### src/rtl/rs_encoder_line_mux_in_ctrl.sv
// Input-side sequencer for the line-muxed RS encoder array: serializes source lines
// byte by byte into each RS unit in turn, then handshakes the drain with the output side.
module rs_encoder_line_mux_in_ctrl #(
  parameter int unsigned NUM_RS_UNITS   = 4,
  parameter int unsigned NUM_RS_UNITS_W = $clog2(NUM_RS_UNITS),
  parameter int unsigned LINE_BYTES     = 32,
  parameter int unsigned LINE_BYTES_W   = $clog2(LINE_BYTES),
  parameter int unsigned K_LINES        = 7,
  parameter int unsigned K_LINES_W      = $clog2(K_LINES + 1)
) (
  input  logic                      clk,
  input  logic                      rst_n,
  input  logic                      src_encoder_line_val,
  output logic                      encoder_src_line_rdy,
  output logic                      in_ctrl_in_datap_store_line,
  output logic                      in_ctrl_in_datap_shift_byte,
  output logic [NUM_RS_UNITS_W-1:0] in_ctrl_unit_sel,
  output logic                      in_ctrl_encoder_byte_val,
  input  logic                      encoder_in_ctrl_byte_rdy,
  output logic                      in_ctrl_out_ctrl_done,
  input  logic                      out_ctrl_in_ctrl_done
);

  localparam logic [LINE_BYTES_W-1:0]   BYTE_LAST = LINE_BYTES_W'(LINE_BYTES - 1);
  localparam logic [K_LINES_W-1:0]      LINE_LAST = K_LINES_W'(K_LINES - 1);
  localparam logic [NUM_RS_UNITS_W-1:0] UNIT_LAST = NUM_RS_UNITS_W'(NUM_RS_UNITS - 1);

  typedef enum logic [1:0] {
    READY     = 2'd0,
    FEED      = 2'd1,
    LINE_WAIT = 2'd2,
    WAIT_OUT  = 2'd3
  } state_t;

  state_t                    state, state_nxt;
  logic [LINE_BYTES_W-1:0]   byte_cnt, byte_cnt_nxt;
  logic [K_LINES_W-1:0]      line_cnt, line_cnt_nxt;
  logic [NUM_RS_UNITS_W-1:0] unit_sel, unit_sel_nxt;
  logic [NUM_RS_UNITS_W-1:0] drain_cnt, drain_cnt_nxt;

  assign in_ctrl_unit_sel = unit_sel;

  // State and counter registers
  always_ff @(posedge clk or negedge rst_n) begin
    if (!rst_n) begin
      state     <= READY;
      byte_cnt  <= '0;
      line_cnt  <= '0;
      unit_sel  <= '0;
      drain_cnt <= '0;
    end else begin
      state     <= state_nxt;
      byte_cnt  <= byte_cnt_nxt;
      line_cnt  <= line_cnt_nxt;
      unit_sel  <= unit_sel_nxt;
      drain_cnt <= drain_cnt_nxt;
    end
  end

  // Next-state, counter update and output decode
  always_comb begin
    state_nxt                   = state;
    byte_cnt_nxt                = byte_cnt;
    line_cnt_nxt                = line_cnt;
    unit_sel_nxt                = unit_sel;
    drain_cnt_nxt               = drain_cnt;
    encoder_src_line_rdy        = 1'b0;
    in_ctrl_in_datap_store_line = 1'b0;
    in_ctrl_in_datap_shift_byte = 1'b0;
    in_ctrl_encoder_byte_val    = 1'b0;
    in_ctrl_out_ctrl_done       = 1'b0;

    case (state)
      READY: begin
        encoder_src_line_rdy = 1'b1;
        byte_cnt_nxt         = '0;
        line_cnt_nxt         = '0;
        unit_sel_nxt         = '0;
        drain_cnt_nxt        = '0;
        if (src_encoder_line_val) begin
          in_ctrl_in_datap_store_line = 1'b1;
          state_nxt                   = FEED;
        end
      end

      FEED: begin
        in_ctrl_encoder_byte_val = 1'b1;
        if (encoder_in_ctrl_byte_rdy) begin
          in_ctrl_in_datap_shift_byte = 1'b1;
          if (byte_cnt != BYTE_LAST) begin
            byte_cnt_nxt = byte_cnt + LINE_BYTES_W'(1);
          end else begin
            byte_cnt_nxt = '0;
            if (line_cnt != LINE_LAST) begin
              line_cnt_nxt = line_cnt + K_LINES_W'(1);
              state_nxt    = LINE_WAIT;
            end else if (unit_sel != UNIT_LAST) begin
              line_cnt_nxt = '0;
              unit_sel_nxt = unit_sel + NUM_RS_UNITS_W'(1);
              state_nxt    = LINE_WAIT;
            end else begin
              state_nxt = WAIT_OUT;
            end
          end
        end
      end

      LINE_WAIT: begin
        encoder_src_line_rdy = 1'b1;
        if (src_encoder_line_val) begin
          in_ctrl_in_datap_store_line = 1'b1;
          state_nxt                   = FEED;
        end
      end

      WAIT_OUT: begin
        // One drain handshake per unit; the last one releases the array for a new block
        in_ctrl_out_ctrl_done = 1'b1;
        if (out_ctrl_in_ctrl_done) begin
          if (drain_cnt == UNIT_LAST) begin
            drain_cnt_nxt = '0;
            unit_sel_nxt  = '0;
            state_nxt     = READY;
          end else begin
            drain_cnt_nxt = drain_cnt + NUM_RS_UNITS_W'(1);
          end
        end
      end

      default: begin
        state_nxt                   = state_t'('x);
        byte_cnt_nxt                = 'x;
        line_cnt_nxt                = 'x;
        unit_sel_nxt                = 'x;
        drain_cnt_nxt               = 'x;
        encoder_src_line_rdy        = 1'bx;
        in_ctrl_in_datap_store_line = 1'bx;
        in_ctrl_in_datap_shift_byte = 1'bx;
        in_ctrl_encoder_byte_val    = 1'bx;
        in_ctrl_out_ctrl_done       = 1'bx;
      end
    endcase
  end

endmodule

### config.mk
export PLATFORM = sky130hd
export DESIGN_NAME = rs_encoder_line_mux_in_ctrl
export DESIGN_NICKNAME = d
export VERILOG_FILES = /design/src/rtl/rs_encoder_line_mux_in_ctrl.sv
export SDC_FILE = /design/constraint.sdc
export NUM_CORES = 1
export LEC_CHECK = 0
export CORE_MARGIN = 2
export CORE_UTILIZATION = 50
export CTS_BUF_LIST = sky130_fd_sc_hd__clkbuf_2 sky130_fd_sc_hd__clkbuf_4 sky130_fd_sc_hd__clkbuf_8
export DETAILED_ROUTE_END_ITERATION = 10
export PLACE_DENSITY = 0.8
export SYNTH_ARGS = -nofsm -noshare
export SYNTH_HDL_FRONTEND = slang
export SYNTH_SLANG_ARGS = --single-unit
### constraint.sdc
create_clock -name clk -period 3.4 [get_ports clk]
set_clock_uncertainty 0.05 [all_clocks]
set_input_delay 0.51 -clock clk [delete_from_list [all_inputs] [get_ports clk]]
set_output_delay 0.51 -clock clk [all_outputs]
set_load 0.01 [all_outputs]
### Word-level counts from Yosys, hierarchy flattened

Cells that the tools add are included.

| word-level totals | value |
|---|---|
| bits of input ports | 5 |
| memories kept | 0 |
| bits in read-only memories | 0 |
| output and inout port bits | 7 |
| bits in writable memories | 0 |
| word-level logic and storage cells | 65 |
| bits in latches | 0 |
| register bits after elaboration | 14 |

| operators by class | value |
|---|---|
| multiplexer cells | 31 |
| equal/unequal tests | 15 |
| divide/modulo/power cells | 0 |
| $lt $le $gt $ge | 0 |
| multiply operators | 0 |
| shift-type cells | 0 |
| bitwise operators | 0 |
| add/subtract/negate cells | 4 |
| reductions and logical operators | 10 |

Operator list:

| operator | count |
|---|---|
| 2-bit 2-to-1 mux | 11 |
| 2-bit != test (second input constant) | 7 |
| 3-bit 2-to-1 mux | 4 |
| 2-bit one-hot mux with 3 select lines | 2 |
| 5-bit 2-to-1 mux | 2 |
| 5-bit one-hot mux with 2 select lines | 1 |
| 1-bit 2-to-1 mux | 9 |
| 7-bit AND reduction | 1 |
| 2-bit == test (second input constant) | 3 |
| 3-bit != test (second input constant) | 2 |
| 3-bit one-hot mux with 2 select lines | 1 |
| 5-bit by 1-bit adder with 5-bit output (second input constant) | 1 |
| 5-bit != test (second input constant) | 1 |
| 5-bit AND reduction | 1 |
| 2-bit by 1-bit adder with 2-bit output (second input constant) | 2 |
| 2-bit one-hot mux with 2 select lines | 1 |
| 2-bit AND reduction | 2 |
| 4-bit AND reduction | 1 |
| 2-bit nonzero test | 2 |
| 3-bit by 1-bit adder with 3-bit output (second input constant) | 1 |
| 3-bit nonzero test | 1 |
| 2-bit by 1-bit == test with 1-bit output (second input constant) | 1 |
| 2-bit zero test | 1 |
| 2-bit by 1-bit != test with 1-bit output (second input constant) | 1 |
| 2-bit OR reduction | 1 |

### Depth between registers and ports, before layout

| logic depth | value |
|---|---|
| depth in word-level cells | 6 |
| gate-level depth with buffers | 7 |
| mapped depth without buffers | 6 |

### Least setup slack after synthesis

OpenSTA, ideal clock, no wires.

| path | value |
|---|---|
| path type | flip-flop to flip-flop |
| start | reg byte_cnt[0] |
| end | reg line_cnt[0] |
| setup slack | 1.576 ns |
| clock period less this slack | 1.824 ns |
| arrival | 1.653 ns |
| path buffers | 1 |
| cell stages (with the launch flop) | 8 |
| setup time | 0.121 ns |
| data required time | 3.229 ns |
| cell sequence | dfrtp_1 ha_1 and3_1 ha_1 buf_4 nand2_1 mux2_2 a22o_1 |

| on the way | value |
|---|---|
| longest elaborated chain between the ends | 3 |

Ends and longest elaborated chain:

| item | RTL line | source |
|---|---|---|
| start, declared | 36 | `logic [LINE_BYTES_W-1:0] byte_cnt, byte_cnt_nxt;` |
| start signal, assigned | 53 | `byte_cnt <= byte_cnt_nxt;` |
| 5-bit != test | 90 | `if (byte_cnt != BYTE_LAST) begin` |
| 2-bit != test (no line) | n/a |  |
| 4-bit AND reduction (no line) | n/a |  |
| end signal, assigned | 54 | `line_cnt <= line_cnt_nxt;` |
| end, declared | 37 | `logic [K_LINES_W-1:0] line_cnt, line_cnt_nxt;` |

Every way passes these cells.
A chain may end at the register's enable or synchronous reset.

### Final worst setup path

| path | value |
|---|---|
| start | in encoder_in_ctrl_byte_rdy |
| end | out in_ctrl_in_datap_shift_byte |

| on the way | value |
|---|---|
| longest elaborated chain between the ends | 2 |

Ends and longest elaborated chain:

| item | RTL line | source |
|---|---|---|
| start, declared | 19 | `input logic encoder_in_ctrl_byte_rdy,` |
| 1-bit 2-to-1 mux | 88 | `if (encoder_in_ctrl_byte_rdy) begin` |
| 1-bit 2-to-1 mux | 73 | `case (state)` |
| end, declared | 16 | `output logic in_ctrl_in_datap_shift_byte,` |

Every way passes these cells.

==> impl_metrics.py <==
metrics = {
    "power_and_ir_drop": {
        "ir_drop_uv": 498,
        "power-per-cell-area_nw_per_um2": 664,
        "power.leakage_nw": 0.524,
        "cellInternalPower_w": 0.000456,
        "power_frac_seq_pct": 31.9,
        "netSwitchingFraction_pct": 39.0,
        "total_power_w": 0.000748,
        "share_clk_of_total_power_pct": 16.9,
        "pwr-share-comb_pct": 51.2,
        "psw_w": 0.000292,
    },
    "final_layout": {
        "mostFrequentLayoutCells": "dfrtp_1 (14), clkdlybuf4s50_1 (11), ha_1 (8), a22o_1 (6)",
        "post_route_cells_drive_above_1_share_pct": 15.4,
        "n_antenna_cell": 0,
        "layout.cells.most_common": "dfrtp_1",
        "area_delta_synth_final_pct": 16.6,
        "final_core_util_pct": 63.8,
        "nNetsFinal": 118,
    },
    "floorplanning": {
        "io_pins": 12,
        "num_rows": 15,
        "die_height_um": 48.0,
        "design.core.area_um2": 1760,
        "start_util_pct": 54.8,
        "die_outline_area_um2": 2300,
        "dieWidth_um": 48.0,
    },
    "route": {
        "routed_via_density": 5.83,
        "antenna_left": 0,
        "drt-initial-drc-count": 4,
        "detail_route.wirelength_mm": 1.94,
        "wl_per_cell_um": 15.1,
        "detailroute.via_count": 752,
        "detail_route.drc_violations": 0,
        "firstDrtPassIters": 5,
    },
    "setup_path": {
        "critical_path_arrival_ns": 2.00,
        "buf_inv_on_cp": 2,
        "cpMostUsedCell": "clkdlybuf4s50_1",
        "critical_path.max_fanout": 14,
        "worst_path_largest_cell_delay_ns": 0.74,
        "cp_cell_sequence": "clkdlybuf4s50_1, and2_1, clkdlybuf4s50_1",
        "worst_r2r_endpoint": "state[1]",
        "type_of_the_worst_setup_path": "input pin to output pin",
        "regToRegSetupSlack_ns": 1.34,
        "r2r.worst_path.cells": 6,
        "worstReg2RegStart": "byte_cnt[0]",
        "crit_path_start_kind": "input pin",
        "crit_family": "buffers and inverters",
        "cp_slowest_cell": "clkdlybuf4s50_1",
        "critPathRequiredTime_ns": 2.84,
        "cp-end-kind": "output pin",
    },
    "timing": {
        "timing_worst_slew_pin_value_ns": 0.666,
        "rsz0062_at_grt": "no",
        "finalSetupViolations": 0,
        "timing.setup.tns_ns": 0,
        "final.period_utilization_pct": 75.3,
        "finalCriticalPeriod_ns": 2.56,
        "layout_setup_ws_ns": 0.839,
        "achievable-frequency_ghz": 0.390,
        "maxSlewViolCount": 0,
        "max-slew-margin-rel_pct": 55.4,
        "timing_hold_violations_final": 0,
    },
    "clocking": {
        "post_cts.resized_instances": 0,
        "cts_root_buf": "clkbuf_4",
        "cts.repair_timing.setup_buffer_count": 0,
        "count_of_hold_buffers_inserted_by_post_cts_repair": 0,
        "clkLatencyLatePin_ns": 0.29,
        "htreeDepth": 1,
        "clock-sinks": 14,
        "cts.reportedPaths.clkPinSlew_ns": 0.09,
        "tritoncts": "done",
        "clk_path_buf_depth": 2,
        "number_of_buffers_created_by_cts": 3,
    },
    "yosys": {
        "number_of_enable_type_register_cells_in_the_synthesized_netlist": 0,
        "synth_sequential_area_ratio_pct": 36.3,
        "dominantRegCellSynth": "dfrtp_1",
        "avgSynthCellArea_um2": 10.5,
        "synth_top_area_share_pct": 36.3,
        "synthesis.instances": 92,
        "synth.yosys.warnings": 0,
        "netlist.top_cell.by_area": "dfrtp_1",
        "most_area_consuming_cells_after_synthesis": "dfrtp_1 (36%), ha_1 (10%), mux2_2 (5.8%)",
        "netlist-cell-type-count": 38,
        "netlist_area_um2": 966,
        "yosys_register_bits": 14,
        "synth_async_sr_flop_share_pct": 100,
        "synth.net_count": 105,
    },
    "placed_design": {
        "pre_cts_ws_ns": 0.846,
        "place_congestion": 0.710,
        "io_buffers": 11,
        "place.detailed.hpwl_mm": 1.40,
    },
    "hold_path": {
        "type_of_the_tightest_min_delay_check": "register to register",
        "hold_depth": 1,
        "min_to": "drain_cnt[0]",
        "worst_hold_startpoint": "drain_cnt[0]",
    },
    "global_routing": {
        "via_count_of_the_first_global_routing_pass": 726,
        "global_route.usage.total_pct": 21.6,
        "largest_net_degree_at_the_start_of_global_routing": 20,
        "grt_antenna_before_repair": 0,
        "grt_pass1_wl_mm": 3.26,
        "globalRouteOverflowTotal": 0,
    },
    "run_status": {
        "outcome": "finished clean",
    },
    "run": {
        "number_of_violations_of_the_max_capacitance_limit": 0,
    },
}
==> layout make-up <==
| class | count | area [um2] |
|---|---|---|
| clock buffers | 4 | 36.3 |
| fillers | 172 | 638 |
| inverters | 4 | 15.0 |
| multi-input cells | 70 | 576 |
| flip-flops and latches | 14 | 350 |
| well taps | 25 | 31.3 |
| repair buffers | 12 | 118 |
==> metal layers <==
| layer | GRT usage [%] | routed length, um | up-vias |
|---|---|---|---|
| met3 | 6.04 | 68 | 7 |
| met1 | 24.9 | 825 | 360 |
| met5 | 0 | 0 | - |
| li1 | - | - | 370 |
| met2 | 35.5 | 996 | 15 |
| met4 | 12.4 | 53 | 0 |
==> power groups by stage <==
stage | Clock, W | Combinational [W] | Sequential, W
6_report | 0.000126 | 0.000383 | 0.000238
5_1_grt | 0.000133 | 0.000426 | 0.000245
4_1_cts | 0.000128 | 0.000388 | 0.000239
3_5_place_dp | 0 | 0.000385 | 0.000242
3_3_place_gp | 0 | 0.000370 | 0.000239
2_1_floorplan | 0 | 0.000267 | 0.000231
==> flip-flops by register name, summed over array words and instances, names as in the netlist <==
register	cells
byte_cnt	5
drain_cnt	2
in_ctrl_unit_sel	2
state	2
line_cnt	3
==> cell usage after synthesis (all sizes together) (3+ instances only) <==
cell,instances
and2,3
o21ai,5
buf,4
ha,8
nor2b,5
nand2,3
inv,4
dfrtp,14
nand2b,3
mux2,5
a22o,6
a21boi,3
==> worst register-to-register path: cells and delay by family, from the launching register on <==
kind	cells	cell delay, ns
mux	1	0.37
compound gates	2	0.42
simple gates	1	0.16
flops	1	0.42
fa+ha+maj	2	0.53
==> worst max-delay path by stage <==
stage / start / endpoint / slack, ns / cells past startpoint
finish: encoder_in_ctrl_byte_rdy / in_ctrl_in_datap_shift_byte / 0.84 / 3
global route: state[0] / in_ctrl_in_datap_store_line / 0.78 / 5
CTS: encoder_in_ctrl_byte_rdy / in_ctrl_in_datap_shift_byte / 0.84 / 3
detailed placement: encoder_in_ctrl_byte_rdy / in_ctrl_in_datap_shift_byte / 0.85 / 3
global placement: encoder_in_ctrl_byte_rdy / in_ctrl_in_datap_shift_byte / 0.85 / 3
floorplan: byte_cnt[0] / line_cnt[0] / 1.58 / 7
==> metrics by stage <==
stage          instance area [um2]  instances  hold WS (ns)
3_3_place_gp                  1090        125         0.429
2_1_floorplan                  966         92         0.164
4_1_cts                       1130        129         0.466
6_report                      1130        129         0.466
5_1_grt                       1130        129         0.518
3_5_place_dp                  1090        125         0.448
==> logic make-up (layout without fill, tap and decap cells) <==
kind of cell             Yosys count  count (layout)  synth area share (%)
AO/OA/AOI/OAI                     28              28                  22.9
adder cells (fa/ha/maj)            8               8                  10.4
flip-flops                        14              14                  36.3
buffers and inverters              8              20                  4.14
AND/OR/NAND/NOR                   27              27                  18.4
multiplexers                       7               7                  7.90
Note: power is estimated with default switching activity, not from simulation.
